<file path="config.mk">
export PLATFORM = sky130hd
export DESIGN_NAME = scaler_vline_stepper
export DESIGN_NICKNAME = d
export VERILOG_FILES = /design/src/rtl/scaler_vline_stepper.sv
export SDC_FILE = /design/constraint.sdc
export NUM_CORES = 1
export LEC_CHECK = 0
export ABC_AREA = 1
export CAP_MARGIN = 10
export CORE_UTILIZATION = 35
export CTS_CLUSTER_DIAMETER = 80
export DETAILED_ROUTE_END_ITERATION = 7
export GPL_TIMING_DRIVEN = 0
export PLACE_DENSITY = 0.63
export SYNTH_ARGS = -nofsm -noshare
export SYNTH_HDL_FRONTEND = slang
export SYNTH_SLANG_ARGS = --single-unit
</file>
<file path="constraint.sdc">
create_clock -name SYS_CLK -period 9.64 [get_ports SYS_CLK]
set_clock_uncertainty 0.2 [all_clocks]
set_input_delay 1.446 -clock SYS_CLK [delete_from_list [all_inputs] [get_ports SYS_CLK]]
set_output_delay 1.446 -clock SYS_CLK [all_outputs]
set_load 0.01 [all_outputs]
</file>
<file path="src/rtl/scaler_vline_stepper.sv">
// Vertical read-side sequencer: steps a fixed-point phase once per output line and emits input line pair + blend weight.
// Optional grid centering for downscale is enabled by defining SCALER_VSTEP_CENTER_EN.
module scaler_vline_stepper #(
  parameter int WEIGHT_W = 8
) (
  input  logic                SYS_CLK,
  input  logic                SYS_RST,
  input  logic                cfg_valid_i,
  input  logic [8:0]          vpos_1st_rdline_i,
  input  logic [8:0]          vlines_in_needed_i,
  input  logic [10:0]         vlines_out_i,
  input  logic [17:0]         v_interp_factor_i,
  input  logic                frame_start_i,
  input  logic                line_req_i,
  output logic                line_rdy_o,
  output logic                line_valid_o,
  output logic [8:0]          rdline_a_o,
  output logic [8:0]          rdline_b_o,
  output logic [WEIGHT_W-1:0] weight_o,
  output logic                last_line_o,
  output logic                frame_done_o
);

  typedef enum logic [2:0] {
    S_IDLE, S_LOAD_MUL, S_LOAD_PH, S_FRAME_WAIT, S_RUN, S_DONE
  } state_t;

  state_t r_state, w_state_nxt;

  logic [8:0]          r_vpos, r_nin;
  logic [10:0]         r_nout, r_k;
  logic [17:0]         r_fac;
  logic [26:0]         r_step, r_phase0, r_acc;
  logic                r_s1_vld, r_s1_last;
  logic [9:0]          r_s1_sum;
  logic [WEIGHT_W-1:0] r_s1_w;
  logic                r_line_vld, r_last;
  logic [8:0]          r_rdline_a, r_rdline_b;
  logic [WEIGHT_W-1:0] r_weight;

  logic        w_cfg_bad, w_fs_take, w_abort, w_accept, w_s1_done_last;
  logic [26:0] w_phase0;
  logic [9:0]  w_b_raw, w_b_lim;

  assign w_cfg_bad = (vlines_out_i == 11'd0) || (vlines_in_needed_i == 9'd0);
  // A config in the same cycle overrides the frame start.
  assign w_fs_take = frame_start_i && !cfg_valid_i &&
                     (r_state == S_FRAME_WAIT || r_state == S_RUN || r_state == S_DONE);
  assign w_abort        = cfg_valid_i || w_fs_take;
  assign w_accept       = line_req_i && line_rdy_o && !w_abort;
  assign w_s1_done_last = r_s1_vld && r_s1_last && !w_abort;

`ifdef SCALER_VSTEP_CENTER_EN
  assign w_phase0 = (r_step > 27'd131072) ? ((r_step - 27'd131072) >> 1) : 27'd0;
`else
  assign w_phase0 = 27'd0;
`endif

  assign w_b_raw = r_s1_sum + 10'd1;
  assign w_b_lim = {1'b0, r_vpos} + {1'b0, r_nin} - 10'd1;

  always_ff @(posedge SYS_CLK or posedge SYS_RST) begin
    if (SYS_RST) r_state <= S_IDLE;
    else         r_state <= w_state_nxt;
  end

  always_comb begin
    w_state_nxt  = r_state;
    line_rdy_o   = 1'b0;
    frame_done_o = 1'b0;
    if (cfg_valid_i) begin
      w_state_nxt = w_cfg_bad ? S_IDLE : S_LOAD_MUL;
    end else begin
      case (r_state)
        S_IDLE:       w_state_nxt = S_IDLE;
        S_LOAD_MUL:   w_state_nxt = S_LOAD_PH;
        S_LOAD_PH:    w_state_nxt = S_FRAME_WAIT;
        S_FRAME_WAIT: if (w_fs_take) w_state_nxt = S_RUN;
        S_RUN: begin
          if (w_fs_take)           w_state_nxt = S_RUN;
          else if (w_s1_done_last) w_state_nxt = S_DONE;
        end
        S_DONE:       if (w_fs_take) w_state_nxt = S_RUN;
        default:      w_state_nxt = S_IDLE;
      endcase
    end
    line_rdy_o   = (r_state == S_RUN) && !r_s1_vld;
    frame_done_o = (r_state == S_DONE);
  end

  always_ff @(posedge SYS_CLK or posedge SYS_RST) begin
    if (SYS_RST) begin
      r_vpos     <= '0;
      r_nin      <= '0;
      r_nout     <= '0;
      r_fac      <= '0;
      r_step     <= '0;
      r_phase0   <= '0;
      r_acc      <= '0;
      r_k        <= '0;
      r_s1_vld   <= 1'b0;
      r_s1_last  <= 1'b0;
      r_s1_sum   <= '0;
      r_s1_w     <= '0;
      r_line_vld <= 1'b0;
      r_last     <= 1'b0;
      r_rdline_a <= '0;
      r_rdline_b <= '0;
      r_weight   <= '0;
    end else begin
      if (cfg_valid_i) begin
        r_vpos <= vpos_1st_rdline_i;
        r_nin  <= vlines_in_needed_i;
        r_nout <= vlines_out_i;
        r_fac  <= v_interp_factor_i;
      end
      if (r_state == S_LOAD_MUL) r_step   <= 27'(r_nin) * 27'(r_fac);
      if (r_state == S_LOAD_PH)  r_phase0 <= w_phase0;

      if (w_fs_take) begin
        r_k   <= '0;
        r_acc <= r_phase0;
      end else if (w_accept) begin
        r_k   <= r_k + 11'd1;
        r_acc <= r_acc + r_step;
      end

      // Add stage: base line index and weight of the accepted line.
      r_s1_vld <= w_accept;
      if (w_accept) begin
        r_s1_sum  <= {1'b0, r_vpos} + {1'b0, r_acc[25:17]};
        r_s1_w    <= r_acc[16 -: WEIGHT_W];
        r_s1_last <= (r_k == r_nout - 11'd1);
      end

      // Clamp stage: line b never passes the last covered input line.
      r_line_vld <= r_s1_vld && !w_abort;
      r_last     <= w_s1_done_last;
      if (r_s1_vld) begin
        r_rdline_a <= r_s1_sum[8:0];
        r_rdline_b <= (w_b_raw > w_b_lim) ? w_b_lim[8:0] : w_b_raw[8:0];
        r_weight   <= r_s1_w;
      end
    end
  end

  assign line_valid_o = r_line_vld;
  assign rdline_a_o   = r_rdline_a;
  assign rdline_b_o   = r_rdline_b;
  assign weight_o     = r_weight;
  assign last_line_o  = r_last;

endmodule
</file>
==> reports/metrics.csv <==
stage,metric,value,unit
worst_setup_path,WP buf/inv,5,
min_path,hold path endpoint,rdline_a_o[1]$_DFFE_PP0P_,
clocking,clk root buf,clkbuf_16,
global_routing,met2 Use GR,33.6,%
worst_setup_path,CP arrival,5.70,ns
global_routing,total gr overflow,0,
logic_synthesis,synthesized instance count,2064,
timing,final hold vios,0,
power,PD cells,209,nW/um^2
clocking,# hold bufs at CTS,0,
logic_synthesis,post-synthesis sequential area ratio,27.1,%
status,outcome,"finished, final reports clean",
clocking,"Setup Fix Bufs, Post-CTS",0,
logic_synthesis,most common library cells after synthesis,"nand2_1, inv_1, dfrtp_1, o21ai_0, fa_1",
floorplanning,# rows,75,
worst_setup_path,critical path's slowest cell,fa_1,
global_routing,Overall Global Routing Usage,19.7,%
worst_setup_path,Worst R2R End,r_step[20]$_DFFE_PP0P_,
floorplanning,die area,43300,sq um
layout,post-route insts no fill,2717,
clocking,Resized Gates After CTS,0,
worst_setup_path,Worst Path Required,9.79,ns
global_routing,met1 GRT Util,25.8,%
route,Pre-antenna DRT Iters,6,
worst_setup_path,"reg-to-reg slack, setup",4.08,ns
floorplanning,die height,208,um
logic_synthesis,most common cell in the netlist,nand2_1,
route,detailed-route vias per instance,4.87,
timing,final setup vio count,0,
floorplanning,Die X,208,um
route,Starting DRT DRC Count,851,
timing,fin. max-slew vios,0,
worst_setup_path,"most used cell, CP",nand2_1,
worst_setup_path,reg2reg start,r_nin[1]$_DFFE_PP0P_,
flow_run,Max-Cap Viols,0,
min_path,Hold Crit Class,flip-flop to flip-flop,
logic_synthesis,post-synth top area cell,dfrtp_1,
global_routing,GR Util met3,2.94,%
timing,Tmin final,5.56,ns
timing,final period utilization,57.6,%
clocking,# clock sinks,161,
worst_setup_path,startpoint types,flip-flop,
logic_synthesis,Post-synth top flop,dfrtp_1,
floorplanning,Starting Density,35.5,%
clocking,clock-pin slew on the worst setup and hold paths,0.07,ns
timing,Fin Setup TNS,0,ns
worst_setup_path,crit path max fanout,10,
layout,FF+latch area,4030,sq um
clocking,CTS Buffer Depth,2,
placement,post-DP HPWL,32700,um
route,post-route ant nets,0,
worst_setup_path,Critical Path Max Stage Delay,0.55,ns
logic_synthesis,"FFs w/ async S/R, synth",100,%
worst_setup_path,critical path class,flip-flop to flip-flop,
logic_synthesis,Post-synth EDFFs,0,
timing,Worst-Margin Slew,1.28,ns
worst_setup_path,crit-path cells,"clkbuf_1, buf_1, nand2_1, fa_1, inv_1, fa_1, inv_1, fa_1, fa_1, inv_1, ha_1, nand2_1, o21ai_0, nand2_1, nand2_1, nand3_1, nand2_1, nand2_1, nand3_1, nand2_1",
global_routing,most used routing layer,met2,
global_routing,largest net degree at the start of global routing,130,
power,worst vdd ir,0.147,mV
layout,fin nets,2441,
layout,multi-input logic area,9010,sq um
logic_synthesis,Yosys top cell area share,27.1,%
floorplanning,Core ar.,41900,sq um
floorplanning,IO Pins,82,
layout,FILL cells,4288,
logic_synthesis,ranking of synthesized cells by area,"dfrtp_1, nand2_1, fa_1",
layout,Diodes inserted,0,
placement,Post-Place Cells,2685,
clocking,CTS tree,done,
min_path,min-delay src,rdline_a_o[1]$_DFFE_PP0P_,
global_routing,antenna violations before repair,0,
timing,RSZ-0062 raised after global routing,false,
logic_synthesis,Avg Inst Size Synth,7.21,sq um
power,Leak,9.55,nW
clocking,clock latency on the worst-skew pair,0.46,ns
clocking,total number of H-tree levels,4,
route,final WL,40500,um
route,routed len/inst,14.9,um
route,number of remaining DRC errors,0,
logic_synthesis,Post-Syn Area,14900,sq um
layout,Layout area overhead,14.1,%
timing,Max Freq,180,MHz
logic_synthesis,yosys warns,0,
global_routing,first-pass GRT wire length,67100,um
timing,Slew headroom,13.7,%
min_path,hold depth,2,
logic_synthesis,Syn Nets,2340,
logic_synthesis,#FFs+latches synth,161,
worst_setup_path,crit end category,flip-flop,
clocking,Num CTS Buffers,17,
logic_synthesis,post-synth cell types,42,
route,routed vias,13240,
worst_setup_path,"CP delay by family, top",adder cells,
placement,Final GP Congestion,0.912,
layout,share of cells above drive strength 1,2.48,%
placement,# port buffers,81,
global_routing,vias in the first global route,13245,
worst_setup_path,Worst Reg2Reg Path Length in Cells,20,
-- worst min-delay path: stages (launching register included) --
cell and delay [ns]:
dfrtp_1 0.34, nand2_1 0.05, nand2_1 0.05
-- flip-flops by register name, indices dropped and copies added (netlist names) --
register      flops
r_s1_sum         10
r_s1_vld          1
rdline_b_o        9
weight_o          8
last_line_o       1
r_state           3
r_s1_last         1
r_vpos            9
line_valid_o      1
r_nin             9
r_acc            26
r_fac            18
r_s1_w            8
r_k              11
rdline_a_o        9
r_nout           11
r_step           26
-- kinds of logic after synthesis --
family / share of synthesized area (%)
and+or+nand+nor: 25.2
AOI/OAI and AO/OA: 8.64
adders and majority gates: 24.7
xor gates and xnor gates: 2.09
buffers and inverters: 12.3
DFF: 27.1
-- stage by stage --
stage	total power [mW]	setup WS (ns)	cell area [sq um]	hold slack, ns	utilization [%]
floorplan	2.30	3.65	14900	0.248	-
global placement	2.85	1.29	16400	0.256	39.0
detailed placement	2.88	4.18	16400	0.259	39.1
CTS	3.58	4.15	17000	0.276	40.5
global route	3.91	3.63	17000	0.304	40.5
finish	3.55	4.08	17000	0.271	40.5
-- placed cells by master, fill, tap and decap left out, types with 2 or more instances in the layout --
master / count
buf_1: 7
clkinv_2: 2
clkinv_4: 4
and2_1: 2
clkdlybuf4s50_1: 81
clkbuf_1: 50
xnor2_1: 11
ha_1: 109
fa_1: 115
o21bai_1: 11
inv_1: 408
dfrtp_1: 161
inv_8: 5
nor4_1: 3
nand4_1: 22
buf_6: 2
nor3_1: 17
o21a_1: 4
inv_6: 3
nor2_1: 96
nand2_1: 681
clkbuf_16: 17
or2_2: 2
nand3_1: 93
a31oi_1: 2
inv_4: 2
o22ai_1: 7
o21ai_1: 3
xor2_1: 22
a22o_1: 3
o21ai_0: 127
nand3b_1: 7
buf_2: 7
a21oi_1: 76
-- how the worst max path moves through the flow --
stage                               from                     end  slack, ns  cells after the start
floorplan                        SYS_RST   last_line_o$_DFF_PP0_       3.65                      1
global placement                 SYS_RST   r_acc[14]$_DFFE_PP0P_       1.29                      2
CTS                 r_nin[1]$_DFFE_PP0P_  r_step[20]$_DFFE_PP0P_       4.15                     20
finish              r_nin[1]$_DFFE_PP0P_  r_step[20]$_DFFE_PP0P_       4.08                     20
global route        r_nin[0]$_DFFE_PP0P_  r_step[16]$_DFFE_PP0P_       3.63                     21
detailed placement  r_nin[0]$_DFFE_PP0P_  r_step[16]$_DFFE_PP0P_       4.18                     21
-- power by group --
group	leakage, nW	switching (mW)	total [mW]	internal (mW)
registers	2.03	0.0731	0.833	0.760
logic	7.24	1.30	2.03	0.732
clock network	0.287	0.318	0.682	0.365
total	9.55	1.69	3.55	1.86
-- routing by layer --
layer	share of wire (%)	wire length, um	up-vias
li1	-	-	6530
met1	45	18200	6293
met4	2.4	990	0
met5	0	0	-
met3	4.8	1960	71
met2	48	19300	346
-- cell type report --
cell class / count / area share, %
Inverter: 413 / 9.21
Multi-Input combinational cell: 1424 / 53.1
Clock buffer: 18 / 2.53
Clock inverter: 14 / 0.863
Tap cell: 539 / 3.97
Timing Repair Buffer: 82 / 4.94
Buffer: 66 / 1.62
Sequential cell: 161 / 23.7
Power figures use the tool's default switching activity.
